File: src/rtl/mreq_executor_if.sv
// Port bundle between the MREQ arbiter side and the executor: request, write/read
// data streams and the Wishbone-classic master signals.
interface mreq_executor_if #(
  parameter int unsigned ADDR_W = 16,
  parameter int unsigned CNT_W  = 8,
  parameter int unsigned DATA_W = 32
);
  localparam int unsigned MREQ_NBIT = ADDR_W + CNT_W + 2;

  logic                 i_mreq_valid;
  logic                 o_mreq_ready;
  logic [MREQ_NBIT-1:0] i_mreq;
  logic                 i_wdata_valid;
  logic                 o_wdata_ready;
  logic [DATA_W-1:0]    i_wdata;
  logic                 o_rdata_valid;
  logic                 i_rdata_ready;
  logic [DATA_W-1:0]    o_rdata;
  logic                 o_wb_cyc;
  logic                 o_wb_stb;
  logic                 o_wb_we;
  logic [ADDR_W-1:0]    o_wb_adr;
  logic [DATA_W-1:0]    o_wb_dat;
  logic [DATA_W-1:0]    i_wb_dat;
  logic                 i_wb_ack;
  logic                 o_busy;
  logic                 o_timeout;

  // Executor side
  modport slave (
    input  i_mreq_valid, i_mreq, i_wdata_valid, i_wdata, i_rdata_ready, i_wb_dat, i_wb_ack,
    output o_mreq_ready, o_wdata_ready, o_rdata_valid, o_rdata, o_wb_cyc, o_wb_stb,
           o_wb_we, o_wb_adr, o_wb_dat, o_busy, o_timeout
  );

  // Arbiter / stream / bus-slave side
  modport master (
    output i_mreq_valid, i_mreq, i_wdata_valid, i_wdata, i_rdata_ready, i_wb_dat, i_wb_ack,
    input  o_mreq_ready, o_wdata_ready, o_rdata_valid, o_rdata, o_wb_cyc, o_wb_stb,
           o_wb_we, o_wb_adr, o_wb_dat, o_busy, o_timeout
  );
endinterface

File: src/rtl/mreq_executor.sv
// Executes one accepted MREQ as a burst of Wishbone-classic single transfers, with a
// per-beat bus timeout that substitutes a dummy beat so stream lengths stay exact.
module mreq_executor #(
  parameter int unsigned ADDR_W      = 16,
  parameter int unsigned CNT_W       = 8,
  parameter int unsigned DATA_W      = 32,
  parameter int unsigned TIMEOUT_CYC = 255
) (
  input  logic           clk,
  input  logic           rst,
  mreq_executor_if.slave bus
);
  localparam int unsigned MREQ_NBIT = ADDR_W + CNT_W + 2;
  localparam int unsigned TMR_W     = $clog2(TIMEOUT_CYC);

  localparam logic [1:0] S_IDLE  = 2'd0;
  localparam logic [1:0] S_WDATA = 2'd1;
  localparam logic [1:0] S_BUS   = 2'd2;
  localparam logic [1:0] S_RDATA = 2'd3;

  logic [1:0]           state_q, state_d;
  logic [ADDR_W-1:0]    addr_q, addr_d;
  logic [CNT_W-1:0]     cnt_q, cnt_d;
  logic                 inc_q, inc_d;
  logic                 wr_q, wr_d;
  logic [DATA_W-1:0]    wdat_q, wdat_d;
  logic [DATA_W-1:0]    rdat_q, rdat_d;
  logic [TMR_W-1:0]     tmr_q, tmr_d;
  logic                 mreq_rdy_q, mreq_rdy_d;
  logic                 wdata_rdy_q, wdata_rdy_d;
  logic                 rdata_vld_q, rdata_vld_d;
  logic                 cyc_q, cyc_d;
  logic                 we_q, we_d;
  logic                 busy_q, busy_d;
  logic                 tmo_q, tmo_d;
  logic                 advance;
  logic [MREQ_NBIT-1:0] mreq;

  assign mreq = bus.i_mreq;

  // Next-state, datapath and next-output decode
  always_comb begin
    state_d = state_q;
    addr_d  = addr_q;
    cnt_d   = cnt_q;
    inc_d   = inc_q;
    wr_d    = wr_q;
    wdat_d  = wdat_q;
    rdat_d  = rdat_q;
    tmr_d   = tmr_q;
    tmo_d   = 1'b0;
    advance = 1'b0;

    case (state_q)
      S_IDLE: begin
        if (bus.i_mreq_valid && mreq_rdy_q) begin
          addr_d  = mreq[MREQ_NBIT-1 -: ADDR_W];
          cnt_d   = mreq[2 +: CNT_W];
          inc_d   = mreq[1];
          wr_d    = mreq[0];
          tmr_d   = '0;
          state_d = mreq[0] ? S_WDATA : S_BUS;
        end
      end
      S_WDATA: begin
        if (bus.i_wdata_valid && wdata_rdy_q) begin
          wdat_d  = bus.i_wdata;
          tmr_d   = '0;
          state_d = S_BUS;
        end
      end
      S_BUS: begin
        // A real ack on the last allowed cycle takes precedence over the timeout
        if (cyc_q && (bus.i_wb_ack || (tmr_q == TMR_W'(TIMEOUT_CYC - 1)))) begin
          tmo_d = !bus.i_wb_ack;
          if (wr_q) begin
            advance = 1'b1;
          end else begin
            rdat_d  = bus.i_wb_ack ? bus.i_wb_dat : '1;
            state_d = S_RDATA;
          end
        end else begin
          tmr_d = tmr_q + TMR_W'(1);
        end
      end
      S_RDATA: begin
        if (bus.i_rdata_ready && rdata_vld_q) advance = 1'b1;
      end
      default: state_d = S_IDLE;
    endcase

    if (advance) begin
      if (cnt_q == '0) begin
        state_d = S_IDLE;
      end else begin
        cnt_d   = cnt_q - CNT_W'(1);
        addr_d  = addr_q + ADDR_W'(inc_q);
        tmr_d   = '0;
        state_d = wr_q ? S_WDATA : S_BUS;
      end
    end

    mreq_rdy_d  = (state_d == S_IDLE);
    wdata_rdy_d = (state_d == S_WDATA);
    rdata_vld_d = (state_d == S_RDATA);
    cyc_d       = (state_d == S_BUS);
    we_d        = (state_d == S_BUS) && wr_d;
    busy_d      = (state_d != S_IDLE);
  end

  always_ff @(posedge clk) begin
    if (rst) begin
      state_q     <= S_IDLE;
      addr_q      <= '0;
      cnt_q       <= '0;
      inc_q       <= 1'b0;
      wr_q        <= 1'b0;
      wdat_q      <= '0;
      rdat_q      <= '0;
      tmr_q       <= '0;
      mreq_rdy_q  <= 1'b0;
      wdata_rdy_q <= 1'b0;
      rdata_vld_q <= 1'b0;
      cyc_q       <= 1'b0;
      we_q        <= 1'b0;
      busy_q      <= 1'b0;
      tmo_q       <= 1'b0;
    end else begin
      state_q     <= state_d;
      addr_q      <= addr_d;
      cnt_q       <= cnt_d;
      inc_q       <= inc_d;
      wr_q        <= wr_d;
      wdat_q      <= wdat_d;
      rdat_q      <= rdat_d;
      tmr_q       <= tmr_d;
      mreq_rdy_q  <= mreq_rdy_d;
      wdata_rdy_q <= wdata_rdy_d;
      rdata_vld_q <= rdata_vld_d;
      cyc_q       <= cyc_d;
      we_q        <= we_d;
      busy_q      <= busy_d;
      tmo_q       <= tmo_d;
    end
  end

  assign bus.o_mreq_ready  = mreq_rdy_q;
  assign bus.o_wdata_ready = wdata_rdy_q;
  assign bus.o_rdata_valid = rdata_vld_q;
  assign bus.o_rdata       = rdat_q;
  assign bus.o_wb_cyc      = cyc_q;
  assign bus.o_wb_stb      = cyc_q;
  assign bus.o_wb_we       = we_q;
  assign bus.o_wb_adr      = addr_q;
  assign bus.o_wb_dat      = wdat_q;
  assign bus.o_busy        = busy_q;
  assign bus.o_timeout     = tmo_q;
endmodule

File: src/flat_wrapper.sv
// flat-port wrapper written by rule: the top's interface ports become plain ports
module mreq_executor_flat 
#(
  parameter int unsigned ADDR_W      = 16,
  parameter int unsigned CNT_W       = 8,
  parameter int unsigned DATA_W      = 32,
  parameter int unsigned TIMEOUT_CYC = 255
)
  (clk, rst, bus_i_mreq_valid, bus_i_mreq, bus_i_wdata_valid, bus_i_wdata, bus_i_rdata_ready, bus_i_wb_dat, bus_i_wb_ack, bus_o_mreq_ready, bus_o_wdata_ready, bus_o_rdata_valid, bus_o_rdata, bus_o_wb_cyc, bus_o_wb_stb, bus_o_wb_we, bus_o_wb_adr, bus_o_wb_dat, bus_o_busy, bus_o_timeout);
  mreq_executor_if #(.ADDR_W(ADDR_W), .CNT_W(CNT_W), .DATA_W(DATA_W)) bus_i ();
  input  logic clk;
  input  logic rst;
  input wire logic [$bits(bus_i.i_mreq_valid)-1:0] bus_i_mreq_valid;
  input wire logic [$bits(bus_i.i_mreq)-1:0] bus_i_mreq;
  input wire logic [$bits(bus_i.i_wdata_valid)-1:0] bus_i_wdata_valid;
  input wire logic [$bits(bus_i.i_wdata)-1:0] bus_i_wdata;
  input wire logic [$bits(bus_i.i_rdata_ready)-1:0] bus_i_rdata_ready;
  input wire logic [$bits(bus_i.i_wb_dat)-1:0] bus_i_wb_dat;
  input wire logic [$bits(bus_i.i_wb_ack)-1:0] bus_i_wb_ack;
  output wire logic [$bits(bus_i.o_mreq_ready)-1:0] bus_o_mreq_ready;
  output wire logic [$bits(bus_i.o_wdata_ready)-1:0] bus_o_wdata_ready;
  output wire logic [$bits(bus_i.o_rdata_valid)-1:0] bus_o_rdata_valid;
  output wire logic [$bits(bus_i.o_rdata)-1:0] bus_o_rdata;
  output wire logic [$bits(bus_i.o_wb_cyc)-1:0] bus_o_wb_cyc;
  output wire logic [$bits(bus_i.o_wb_stb)-1:0] bus_o_wb_stb;
  output wire logic [$bits(bus_i.o_wb_we)-1:0] bus_o_wb_we;
  output wire logic [$bits(bus_i.o_wb_adr)-1:0] bus_o_wb_adr;
  output wire logic [$bits(bus_i.o_wb_dat)-1:0] bus_o_wb_dat;
  output wire logic [$bits(bus_i.o_busy)-1:0] bus_o_busy;
  output wire logic [$bits(bus_i.o_timeout)-1:0] bus_o_timeout;
  assign bus_i.i_mreq_valid = bus_i_mreq_valid;
  assign bus_i.i_mreq = bus_i_mreq;
  assign bus_i.i_wdata_valid = bus_i_wdata_valid;
  assign bus_i.i_wdata = bus_i_wdata;
  assign bus_i.i_rdata_ready = bus_i_rdata_ready;
  assign bus_i.i_wb_dat = bus_i_wb_dat;
  assign bus_i.i_wb_ack = bus_i_wb_ack;
  assign bus_o_mreq_ready = bus_i.o_mreq_ready;
  assign bus_o_wdata_ready = bus_i.o_wdata_ready;
  assign bus_o_rdata_valid = bus_i.o_rdata_valid;
  assign bus_o_rdata = bus_i.o_rdata;
  assign bus_o_wb_cyc = bus_i.o_wb_cyc;
  assign bus_o_wb_stb = bus_i.o_wb_stb;
  assign bus_o_wb_we = bus_i.o_wb_we;
  assign bus_o_wb_adr = bus_i.o_wb_adr;
  assign bus_o_wb_dat = bus_i.o_wb_dat;
  assign bus_o_busy = bus_i.o_busy;
  assign bus_o_timeout = bus_i.o_timeout;
  mreq_executor #(.ADDR_W(ADDR_W), .CNT_W(CNT_W), .DATA_W(DATA_W), .TIMEOUT_CYC(TIMEOUT_CYC)) u_core (.clk(clk), .rst(rst), .bus(bus_i));
endmodule
File: config.mk
export PLATFORM = sky130hd
export DESIGN_NAME = mreq_executor_flat
export DESIGN_NICKNAME = d
export VERILOG_FILES = /design/src/rtl/mreq_executor_if.sv /design/src/rtl/mreq_executor.sv /design/src/flat_wrapper.sv
export SDC_FILE = /design/constraint.sdc
export NUM_CORES = 1
export LEC_CHECK = 0
export ABC_AREA = 0
export CORE_MARGIN = 2
export CORE_UTILIZATION = 45
export CTS_CLUSTER_DIAMETER = 150
export DETAILED_ROUTE_END_ITERATION = 10
export PLACE_DENSITY = 0.9
export RECOVER_POWER = 50
export SYNTH_ARGS = -nofsm -noshare
export SYNTH_HDL_FRONTEND = slang
export SYNTH_SLANG_ARGS = --single-unit
export TNS_END_PERCENT = 100
File: constraint.sdc
create_clock -name clk -period 3.45 [get_ports clk]
set_input_delay 0.5175 -clock clk [delete_from_list [all_inputs] [get_ports clk]]
set_output_delay 0.5175 -clock clk [all_outputs]
set_load 0.005 [all_outputs]
== Yosys cells after proc, flatten, opt, wreduce, memory -nomap -nowiden ==
Cells that the tools add are included.
Storage, ports and cells
  register bits: 107
  bits in latches: 0
  bits in writable memories: 0
  ROM bits: 0
  bits of input ports: 96
  output and inout port bits: 88
  word-level logic and storage cells: 73
  memories kept: 0
Cells by class
  add/subtract/negate cells: 3
  multipliers: 0
  div/mod/pow operators: 0
  order comparisons: 0
  eq/ne operators: 7
  shifts and indexed selects: 0
  multiplexer cells: 30
  bitwise logic cells: 3
  reductions and logical operators: 15
Operators by type and width (number)
  2-to-1 mux 8 bit: 9
  2-to-1 mux 16 bit: 4
  2-to-1 mux 32 bit: 1
  case mux 8 bit (3 select lines): 1
  adder 16 x 1 -> 16 bit: 1
  2-to-1 mux 2 bit: 8
  adder 8 x 1 -> 8 bit (second input constant): 1
  equality test 2 bit (second input constant): 4
  equality test 8 bit (second input constant): 1
  zero test 8 bit: 1
  subtractor 8 x 1 -> 8 bit (second input constant): 1
  case mux 2 bit (3 select lines): 1
  logical AND 1 bit: 5
  2-to-1 mux 1 bit: 5
  equality test 2 x 1 -> 1 bit (second input constant): 2
  zero test 2 bit: 2
  AND reduction 2 bit: 2
  inverter 1 bit: 3
  AND reduction 3 bit: 1
  OR reduction 3 bit: 1
  case mux 1 bit (2 select lines): 1
  nonzero test 2 bit: 1
  zero test 1 bit: 1
  logical OR 1 bit: 1

== Longest topological paths before layout ==
Gate-level depths: netlist (run 1).
  depth after elaboration: 8
  mapped depth: 10
  depth with buffers taken out: 7

== Worst setup path before layout (run 1) ==
No wires, ideal clock.
  path type: reg2reg
  start point: register u_core.tmr_q[0]
  end point: register u_core.mreq_rdy_q (netlist: u_core.bus.o_mreq_ready)
  setup time: 0.115 ns
  data arrival time: 1.895 ns
  required time: 3.335 ns
  slack: 1.440 ns
  stages on the path, launching flop included: 9
  path buffers: 1
  period minus slack after synthesis: 2.010 ns
  cells stage by stage: dfxtp_1 > inv_1 > ha_1 > and4_1 > and3_2 > nor2_1 > clkbuf_1 > o32ai_1 > and3_1
Between the ends
  cells in the longest elaborated chain, start to end: 7
  elaborated cells between the ends (all ways): 9
  those cells by class: eq/ne: 1; mux: 5; reduce/logical: 3
Ends and longest elaborated chain
  from (decl): RTL line mreq_executor.sv:28  | logic [TMR_W-1:0] tmr_q, tmr_d;
  from (signal assigned): RTL line mreq_executor.sv:136  | tmr_q <= tmr_d;
  equality test 8 bit *: RTL line mreq_executor.sv:74  | if (cyc_q && (bus.i_wb_ack || (tmr_q == TMR_W'(TIMEOUT_CYC - 1)))) begin
  logical OR 1 bit *: RTL line mreq_executor.sv:74
  logical AND 1 bit *: RTL line mreq_executor.sv:74
  2-to-1 mux 2 bit / 2-to-1 mux 1 bit (equally long branches): RTL line mreq_executor.sv:74
  case mux 2 bit (3 select lines) / case mux 1 bit (2 select lines) (equally long branches): RTL line mreq_executor.sv:54  | case (state_q)
  2-to-1 mux 2 bit *: RTL line mreq_executor.sv:92  | if (advance) begin
  zero test 2 bit *: RTL line mreq_executor.sv:103  | mreq_rdy_d = (state_d == S_IDLE);
  to (signal assigned): RTL line mreq_executor.sv:137  | mreq_rdy_q <= mreq_rdy_d;
  to (decl): RTL line mreq_executor.sv:29  | logic mreq_rdy_q, mreq_rdy_d;
Every way passes the cells marked *; elsewhere a longest branch is shown, timed or not.
A chain may end at the register's enable or synchronous reset.

== Worst setup path in the final report (run 1) ==
  start point: register u_core.state_q[1]
  end point: register u_core.addr_q[5] (netlist: u_core.bus.o_wb_adr[5])
Between the ends
  cells in the longest elaborated chain, start to end: 4
  elaborated cells between the ends (all ways): 7
  those cells by class: eq/ne: 2; mux: 4; reduce/logical: 1
Ends and longest elaborated chain
  from (decl): RTL line mreq_executor.sv:21  | logic [1:0] state_q, state_d;
  from (signal assigned): RTL line mreq_executor.sv:129  | state_q <= state_d;
  zero test 2 bit: RTL line mreq_executor.sv:54
  2-to-1 mux 16 bit: RTL line mreq_executor.sv:54
  2-to-1 mux 16 bit: RTL line mreq_executor.sv:93  | if (cnt_q == '0) begin
  2-to-1 mux 16 bit *: RTL line mreq_executor.sv:92
  to (signal assigned): RTL line mreq_executor.sv:130  | addr_q <= addr_d;
  to (decl): RTL line mreq_executor.sv:22  | logic [ADDR_W-1:0] addr_q, addr_d;
Marked as above.

==> impl_results.md, run 1 <==
- Fillers: 849
- Via count: 5033
- First-pass GRT wire length: 22000 um
- Max FO, Critical Path: 13
- Die width: 107 um
- Post-detailed-route wirelength per cell: 15.5 um
- Final instance area: 6870 sq um
- Vias per Instance: around 5.6
- Final setup viols: 0
- Async SR Flop Fraction: 0%
- F_max: 385 MHz
- CTS H-tree depth: 3
- Pwr Density: 353 nW/um^2
- Gr ovfl total: 0
- Actual slew at the worst max-slew pin: 1.07 ns
- Fin. max-slew vios: 0
- Drt total wl: 13900 um
- Worst Hold Class: flop to flop
- Max cap viols: 0
- Syn Inst Count: 598
- CP arrival: between 2 and 3 ns
- Synth top area share: 44.5%
- Syn_area_per_cell: between 8 and 9 sq um
- Die H: between 100 and 150 um
- Io pins: 184
- Count leader, synth: dfxtp_1
- RR Startpoint: u_core.state_q[1]
- Yosys Warn Count: 0
- Remaining DRCs: 0
- Reg2reg end: u_core.bus.o_wb_adr[5]
- Critical setup path kind: flop to flop
- Die Footprint: 11500 sq um
- CTS Sinks: about 110
- Seq cells post-synth: 107
- Minimum clock period after layout: 2.59 ns
- N_diodes: 0
- Startpoint types: flop
- Met1 global-route usage: 28.4%
- Primary FF master, synth: dfxtp_1
- Final Hold Fails: 0
- Post-synth EDFFs: 0
- Required time of the critical path: 3.74 ns
- Core area: a little over 10000 sq um
- HPWL after DPL: 10100 um
- Vias in the first global route: 4681
- Final setup TNS: 0 ns
- Largest net degree at the start of global routing: between 60 and 70
- IO buf count: 183
- GR met2 Demand/Resource: 40.5%
- Synth area leader: dfxtp_1
- CTS Buf Count: 9
- Synth cell count leaders: dfxtp_1, nand2_1, a21oi_1
- Static Leak: 2.65 nW
- Fin nets: between 800 and 900
- Initial antenna violation count: 0
- Worst Reg-to-Reg Cells: 5
- Clock skew: 0.00936 ns
- Netlist cell types: 63
- Clock slew seen by the registers of the worst setup and hold paths: 0.10 ns
- Antenna Nets Post-Route: 0
- Gates resized, CTS repair: 0
- Total GRT Usage: 23.4%
- Worst hold start: u_core.bus.o_wb_dat[6]
- Initial DRC count: 392
- CTS Hold Bufs: 0
- WHS Path Cells: 2
- Outcome: complete, no violations
- First-pass iteration count of the detailed router: 5
- Slew HR: 28.4%
- Crit share post-route: 75.2%
- Placed cells: 880
- Layout cells sized above 1: ~5.3%
- Syn nets: 699
- GR peak layer: met2
- Worst Setup SP: u_core.state_q[1]
- Post-CTS Setup Bufs: 0
- Layout area overhead: 42.7%
- Final GP Congestion: 0.884
- Hold path endpoint: u_core.bus.o_wb_dat[6]
- Root Driver: clkbuf_8
- Met3 Use GR: 5.27%
- Maximum VDD drop: about 0.27 mV
- Top post-synthesis cells by area: dfxtp_1, nand2_1, a311oi_1
- Reg2Reg Setup Slack: 0.86 ns
- Final Non-Filler Cells: about 900
- Placed cell areas: 6680 sq um
- Sequential-to-total area share from yosys stat: about 44%
- CTS max path bufs: 2
- Worst-Skew Late Latency: about 0.36 ns
- Initial core utilization: 46.4%
- RSZ-0062 raised after global routing: no
- CP endpoint kind: flop
- Mapped cell area: 4820 sq um
- FP Rows: 37
- CTS tree: yes
[cell usage in the layout, fill, tap and decap left out, types with 4 or more instances in the layout]
| cell | instances |
|---|---|
| clkdlybuf4s50_1 | 110 |
| dfxtp_1 | 107 |
| nand2_1 | 104 |
| dlygate4sd3_1 | 72 |
| a21oi_1 | 54 |
| nor2_1 | 52 |
| inv_1 | 42 |
| a311oi_1 | 32 |
| a31oi_1 | 17 |
| o21ai_0 | 14 |
| nand3_1 | 13 |
| nor3_1 | 11 |
| and3_1 | 10 |
| clkbuf_8 | 10 |
| buf_4 | 9 |
| nand4_1 | 6 |
| or4_1 | 6 |
| and4_1 | 5 |
| or3_1 | 5 |
| ha_1 | 5 |
| a22oi_1 | 4 |
| o311ai_0 | 4 |
[cells by family after synthesis]
kind of cell	Yosys count	synth area share (%)
and+or+nand+nor	236	23.1
buffers and inverters	88	7.90
adders and majority gates	5	1.30
DFF	107	44.5
muxes	1	0.208
AOI/OAI and AO/OA	158	22.5
xor gates and xnor gates	3	0.546
[metal layers]
layer  vias up  wire length [um]
met3        21              1010
met1      2373              5590
met4         0               263
li1       2442                 -
met5         -                 0
met2       197              7040
[state kept, by name, indices dropped and copies added (netlist names), 2 cells and up]
name / count
u_core.bus.o_rdata: 32
u_core.tmr_q: 8
u_core.state_q: 2
u_core.cnt_q: 8
u_core.bus.o_wb_adr: 16
u_core.bus.o_wb_dat: 32
[report_power, final]
part	total, W	switching, W	internal [W]
Clock	0.000746	0.000447	0.000299
Combinational	0.000368	0.000166	0.000202
Sequential	0.00131	0.0000451	0.00127
[final cells by class]
| cell class | count | area (sq um) | area share, % |
|---|---|---|---|
| Clock buffer | 10 | 138 | 2.00 |
| Sequential cell | 107 | 2140 | 31.2 |
| Clock inverter | 6 | 57.6 | 0.837 |
| Inverter | 42 | 158 | 2.29 |
| Multi-Input combinational cell | 403 | 2310 | 33.7 |
| Timing Repair Buffer | 192 | 1890 | 27.6 |
| Tap cell | 136 | 170 | 2.48 |
[how the worst max path moves through the flow]
stage               slack (ns)  cells after the start                 endpoint
finish                    0.86                      5   u_core.bus.o_wb_adr[5]
global route              0.68                      5   u_core.bus.o_wb_adr[5]
CTS                       0.87                      7   u_core.bus.o_wb_adr[9]
detailed placement        0.74                      6   u_core.bus.o_wb_adr[5]
floorplan                 1.44                      8  u_core.bus.o_mreq_ready
global placement          0.86                      6   u_core.bus.o_wb_adr[5]
[metrics by stage]
stage / hold WS [ns] / setup WS, ns / utilization (%) / power, W
2_1_floorplan: 0.440 / 1.44 / - / 0.00150
4_1_cts: 0.460 / 0.875 / 66.3 / 0.00245
3_5_place_dp: 0.446 / 0.740 / 64.4 / 0.00170
5_1_grt: 0.478 / 0.682 / 66.3 / 0.00253
6_report: 0.457 / 0.856 / 66.3 / 0.00242
3_3_place_gp: 0.442 / 0.861 / 64.4 / 0.00169
[worst max-delay path, cell delays in order (launching register included)]
cell	delay, ns
dfxtp_1	0.64
nor2b_1	0.32
a41oi_1	0.21
a21oi_1	0.89
o21ai_0	0.23
a31oi_1	0.23
(Power assumes the default switching activity.)
==> inputs of run 2 (changes only) <==
CORE_UTILIZATION = 44   (was 45)
PLACE_DENSITY = 0.88   (was 0.9)
clock period = 2.4 ns   (was 3.45 ns; I/O delays follow)
==> impl_results.md, run 2 (same netlist as run 1, synthesis figures left out) <==
- WHS Path Cells: 3 (+1)
- Clock skew: 0.0145 ns (+0.00515 ns)
- Gr ovfl total: 0 (unchanged)
- Commonest non-fill, non-tap cell in the layout: clkdlybuf4s50_1
- Post-detailed-route wirelength per cell: 16.1 um (+3.5%)
- Io pins: 184 (unchanged)
- Static Leak: 2.69 nW (+1.6%)
- Critical setup path kind: flop to flop
- Final Hold Fails: 0 (unchanged)
- Largest stage delay, worst path: 0.52 ns (-0.37 ns)
- Crit share post-route: 92.4% (+17 points)
- CP arrival: 2.52 ns (-0.37 ns)
- N_diodes: 0 (unchanged)
- Hold path endpoint: u_core.cnt_q[5]
- First-pass iteration count of the detailed router: 5 (unchanged)
- Commonest non-fill, non-tap cells in the layout: clkdlybuf4s50_1, dfxtp_1, nand2_1
- Clock slew seen by the registers of the worst setup and hold paths: 0.10 ns (about the same)
- Outcome: complete, no violations
- Fillers: 921 (+8.5%)
- Pwr Density: 513 nW/um^2 (+45%)
- Critical path's slowest cell: or4b_4
- Worst Setup Slack, final: 0.181 ns (-0.675 ns)
- Worst Reg-to-Reg Cells: 8 (+3)
- Initial antenna violation count: 0 (unchanged)
- RSZ-0062 raised after global routing: no
- Crit path buf inv count: 2 (+2)
- Slew HR: 56.8% (+28 points)
- CTS Sinks: 107 (unchanged)
- F_max: 451 MHz (+17%)
- Antenna Nets Post-Route: 0 (unchanged)
- DP Worst Slack: -0.169 ns (-0.909 ns)
- Largest net degree at the start of global routing: 65 (unchanged)
- Final GP Congestion: 0.891 (+0.88%)
- Worst Hold Class: input pin to flop
- Die Footprint: 11800 sq um (+2.2%)
- CP endpoint kind: flop
- IO buf count: 183 (unchanged)
- Initial core utilization: 44.8% (-1.6 points)
- RR Startpoint: u_core.cnt_q[0]
- FP Rows: 38 (+2.7%)
- Via count: 5146 (+2.2%)
- Maximum VDD drop: 0.287 mV (+6.9%)
- Vias in the first global route: 4882 (+4.3%)
- Worst-Skew Late Latency: 0.38 ns (+0.02 ns)
- Worst hold start: rst
- Layout cells sized above 1: 6.36% (+1.1 points)
- Remaining DRCs: 0 (unchanged)
- Startpoint types: flop
- Drt total wl: 14600 um (+5.2%)
- Worst Setup SP: u_core.cnt_q[0]
- CTS tree: yes
- Vias per Instance: 5.65 (+0.67%)
- Final setup viols: 0 (unchanged)
- Layout area overhead: 44.6%
- CTS H-tree depth: 3 (unchanged)
- Placed cell areas: 6780 sq um (+1.6%)
- Reg2Reg Setup Slack: 0.18 ns (-0.67 ns)
- CTS Hold Bufs: 0 (unchanged)
- Required time of the critical path: 2.70 ns (-1.04 ns)
- Die width: 109 um (+1.1%)
- Final core occ: 64.8% (-1.5 points)
- Initial DRC count: 365 (-6.9%)
- CTS max path bufs: 2 (unchanged)
- Final instance area: 6970 sq um (+1.3%)
- Max cap viols: 0 (unchanged)
- Reg2reg end: u_core.cnt_q[3]
- Cell family with most CP delay: simple AND/OR/NAND/NOR gates
- First-pass GRT wire length: 22900 um (+4.3%)
- Minimum clock period after layout: 2.22 ns (-0.375 ns)
- Max FO, Critical Path: 12 (-1)
- Total GRT Usage: 24.3% (+0.94 points)
- Root Driver: clkbuf_8
- Fin nets: 866 (+1.2%)
- Actual slew at the worst max-slew pin: 0.648 ns (-0.425 ns)
- Fin. max-slew vios: 0 (unchanged)
- Die H: 109 um (+1.1%)
- Crit-path cells: inv_1 > ha_1 > or4b_4 > or2_0 > o21ai_4 > buf_4 > o211ai_1 > a31oi_1
- Core area: 10700 sq um (+3.6%)
- Worst hold slack: 0.392 ns (-0.0646 ns)
- HPWL after DPL: 10700 um (+6.6%)
- CTS Buf Count: 9 (unchanged)
==> run 2: layout make-up <==
type | count | area [sq um] | area share, %
Multi-Input combinational cell | 403 | 2320 | 33.3
Sequential cell | 107 | 2140 | 30.8
Timing Repair Buffer | 202 | 1970 | 28.3
Tap cell | 140 | 175 | 2.51
Inverter | 42 | 158 | 2.26
Clock buffer | 9 | 124 | 1.78
Clock inverter | 7 | 78.8 | 1.13
==> run 2: power by group <==
part           switching, W  internal, W  leakage, nW
Clock              0.000642     0.000488       0.0916
Combinational      0.000261     0.000306         1.73
Sequential        0.0000561      0.00182        0.865
Total              0.000959      0.00261         2.69
==> run 2: what timing repair did <==
item,4_1_cts,5_1_grt
setup buffers,0,0
setup endpoints to repair,1,0
endpoints found under the hold margin,0,0
resized for setup,1,0
==> run 2: worst max path at each step <==
stage,slack (ns),end,cells past startpoint
6_report,0.18,u_core.cnt_q[3],8
5_1_grt,0.09,u_core.bus.o_wb_adr[0],8
4_1_cts,0.18,u_core.bus.o_wb_adr[0],8
3_5_place_dp,-0.17,u_core.cnt_q[1],6
3_3_place_gp,0.04,u_core.bus.o_wb_adr[5],6
2_1_floorplan,0.39,u_core.bus.o_mreq_ready,8
==> run 2: worst register-to-register path: stages (launching register included) <==
cell and delay (ns):
dfxtp_1 0.34, inv_1 0.08, ha_1 0.21, or4b_4 0.52, or2_0 0.28, o21ai_4 0.16
buf_4 0.27, o211ai_1 0.12, a31oi_1 0.18
==> run 2: per-stage QoR <==
step | TNS (ns) | power, W | std cells
floorplan | 0 | 0.00216 | 598
global placement | 0 | 0.00246 | 894
detailed placement | -0.484 | 0.00248 | 894
CTS | 0 | 0.00359 | 910
global route | 0 | 0.00371 | 910
finish | 0 | 0.00357 | 910
==> run 2: per-layer routing <==
| layer | track usage [%] | wire length, um | vias to the layer above |
|---|---|---|---|
| met1 | 29.1 | 5620 | 2362 |
| li1 | - | - | 2462 |
| met4 | 11.7 | 445 | 0 |
| met3 | 5.44 | 1390 | 40 |
| met2 | 41.3 | 7160 | 282 |
| met5 | 0 | 0 | - |
==> variant (settings of run 1) <==
`addr_q`, `wdat_q` and `rdat_q` no longer have a reset.
--- a/src/rtl/mreq_executor.sv
+++ b/src/rtl/mreq_executor.sv
@@ -112,10 +112,7 @@
     if (rst) begin
       state_q     <= S_IDLE;
-      addr_q      <= '0;
       cnt_q       <= '0;
       inc_q       <= 1'b0;
       wr_q        <= 1'b0;
-      wdat_q      <= '0;
-      rdat_q      <= '0;
       tmr_q       <= '0;
       mreq_rdy_q  <= 1'b0;
@@ -128,10 +125,7 @@
     end else begin
       state_q     <= state_d;
-      addr_q      <= addr_d;
       cnt_q       <= cnt_d;
       inc_q       <= inc_d;
       wr_q        <= wr_d;
-      wdat_q      <= wdat_d;
-      rdat_q      <= rdat_d;
       tmr_q       <= tmr_d;
       mreq_rdy_q  <= mreq_rdy_d;
@@ -143,4 +137,10 @@
       tmo_q       <= tmo_d;
     end
+  end
+
+  always_ff @(posedge clk) begin
+    addr_q <= addr_d;
+    wdat_q <= wdat_d;
+    rdat_q <= rdat_d;
   end
 
Formal check against the unedited RTL: differs if rst is asserted again (counterexample within 4 cycles, from zero or initial values and one cycle with rst high); with rst held inactive, the same outputs for 10 cycles.
==> variant against run 1 <==
The run now ends with max-capacitance violations, max-slew violations left. Routed wire length shrank 16%. Sequential share of layout area grew 11 points. Synthesized area shrank 7.0%. Clock power grew 3.2%. Worst setup slack lost 0.20 ns. Hold slack gained 0.017 ns. Cell area shrank 3.9%. Power grew 16%. Maximum frequency shrank 7.0%. Sequential cell count is the same. Clock skew grew 0.0064 ns. Count of clock-buffer cells in the layout is the same. Via count shrank 25%. Critical path type is now in2reg.
==> variant: results (changes against run 1) <==
STA:
- The count of final max-slew check failures is 33 (+33).
- The worst-case clock skew is 0.0157 ns (+0.00637 ns).
- The worst slew margin relative to its limit is -16.7% (-45 points).
- The hold slack is 0.474 ns (+0.0173 ns).
- The share of the clock period used by the worst path after layout is 80.9% (+5.7 points).

Placed design:
- The area after detailed placement is 6420 sq um (-3.8%).
- The worst slack at placement came to 0.731 ns (-0.00848 ns).
- The half-perimeter wire length of the detailed placement result is 8610 um (-14%).
- The instance count after placement with tap cells included is 688 (-22%).
- The last weighted congestion value of the routability-driven placer was 0.883 (about the same).

Routing:
- The count of vias placed by the detailed router is 3772 (-25%).
- The average wire per standard cell came to 16.5 um (+6.3%).
- The total length of routed wires was 11600 um (-16%).
- The number of design-rule violations left by the first detailed-router iteration came to 281 (-28%).
- The wire length on met2 is 5930 um (-16%).
- The routed length on met3 is 861 um (-14%).

Finish:
- The ratio of cells with drive above 1 in the final layout was 6.48% (+1.2 points).
- The number of fill cells in the layout is 706 (-17%).
- The utilization after layout is 67.9% (+1.6 points).
- The net count reported at finish is 667 (-22%).

GRT:
- The global-route met2 utilization came to 38.2% (-2.3 points).
- The number of global-route vias before repair is 3735 (-20%).
- The met1 track demand over resource is 26.1% (-2.3 points).
- The wire length of the first global-routing pass is 18600 um (-15%).
- The total global-route track usage was 21.7% (-1.7 points).
- The global routing usage on met3 was 4.78% (-0.48 points).

Critical path:
- The arrival time at the worst endpoint is 2.75 ns (-0.14 ns).
- The largest driver fanout on the critical path is 32 (+19).
- The worst-case reg-to-reg path depth is 8 (+3).
- The delay of the slowest critical-path stage is 1.30 ns (+0.41 ns).
- The slowest stage of the critical path is the sky130_fd_sc_hd__clkbuf_1 cell.
- The cell family contributing the most delay on the critical path is buffers and inverters.

Yosys:
- The number of distinct standard cells referenced by the synthesized netlist is 58 (-7.9%).
- The synthesized-area fraction occupied by xor and xnor cells came to 0.391% (-0.15 points).
- The commonest cells after synthesis are 64 x sky130_fd_sc_hd__edfxtp_1, 43 x sky130_fd_sc_hd__dfxtp_1, 37 x sky130_fd_sc_hd__nand2b_1.
- The part of the Yosys area used for sequential elements came to 62.1% (+18 points).
- The adder and majority gate portion of the synthesized area is 1.40% (+0.097 points).
- The synthesized net count came to 489 (-30%).
- The number of synthesized flops with an enable pin was 64 (+64).
- The mux share of post-synthesis cell area is 0.894% (+0.69 points).

Power:
- The power after layout came to 2.80 mW (+16%).
- The leakage power of the design is 2.27 nW (-14%).
- The maximum vdd drop is 295 uV (+9.9%).

Run status:
- The checks that failed: max-capacitance violations, max-slew violations.
- The flow ran to the end, but the final reports show violations.

Job:
- The reported max-cap violation count is 1 (+1).
==> variant: changes by cell type in the layout (fill, tap and decap cells not counted), moves of 9 or more <==
cell and change:
sky130_fd_sc_hd__dfxtp_1 -64, sky130_fd_sc_hd__nor2_1 -22, sky130_fd_sc_hd__edfxtp_1 +64, sky130_fd_sc_hd__nand2b_1 +36
sky130_fd_sc_hd__o21ai_0 -9, sky130_fd_sc_hd__a311oi_1 -29, sky130_fd_sc_hd__nor3_1 +23, sky130_fd_sc_hd__a21oi_1 -44
sky130_fd_sc_hd__inv_1 -36, sky130_fd_sc_hd__nand2_1 -74
==> variant: path summary, 6_finish.rpt <==
check / from / endpoint
worst max-delay path: bus_i_wdata_valid / u_core.bus.o_wb_dat[26]
worst min-delay path: u_core.inc_q / u_core.inc_q
worst max register to register: u_core.cnt_q[0] / u_core.bus.o_wb_adr[5]
worst min register to register: u_core.inc_q / u_core.inc_q
==> variant: power by group through the flow <==
stage               clock (mW)  combinational (mW)  sequential, mW
detailed placement           0               0.511            1.56
global route             0.831               0.548            1.54
global placement             0               0.492            1.55
finish                   0.770               0.504            1.53
floorplan                    0               0.232            1.53
CTS                      0.784               0.516            1.53
==> variant: tightest hold or removal path: stages (launching register included) <==
cell                      delay (ns)
sky130_fd_sc_hd__dfxtp_1        0.32
sky130_fd_sc_hd__nand2_1        0.06
sky130_fd_sc_hd__a21oi_1        0.05
==> variant: layout make-up <==
| cell class | instances | area share [%] |
|---|---|---|
| Clock inverter | 6 | 1.10 |
| Sequential cell | 107 | 42.1 |
| Inverter | 6 | 0.341 |
| Timing Repair Buffer | 188 | 28.2 |
| Multi-Input combinational cell | 254 | 23.8 |
| Tap cell | 133 | 2.52 |
| Clock buffer | 10 | 1.93 |
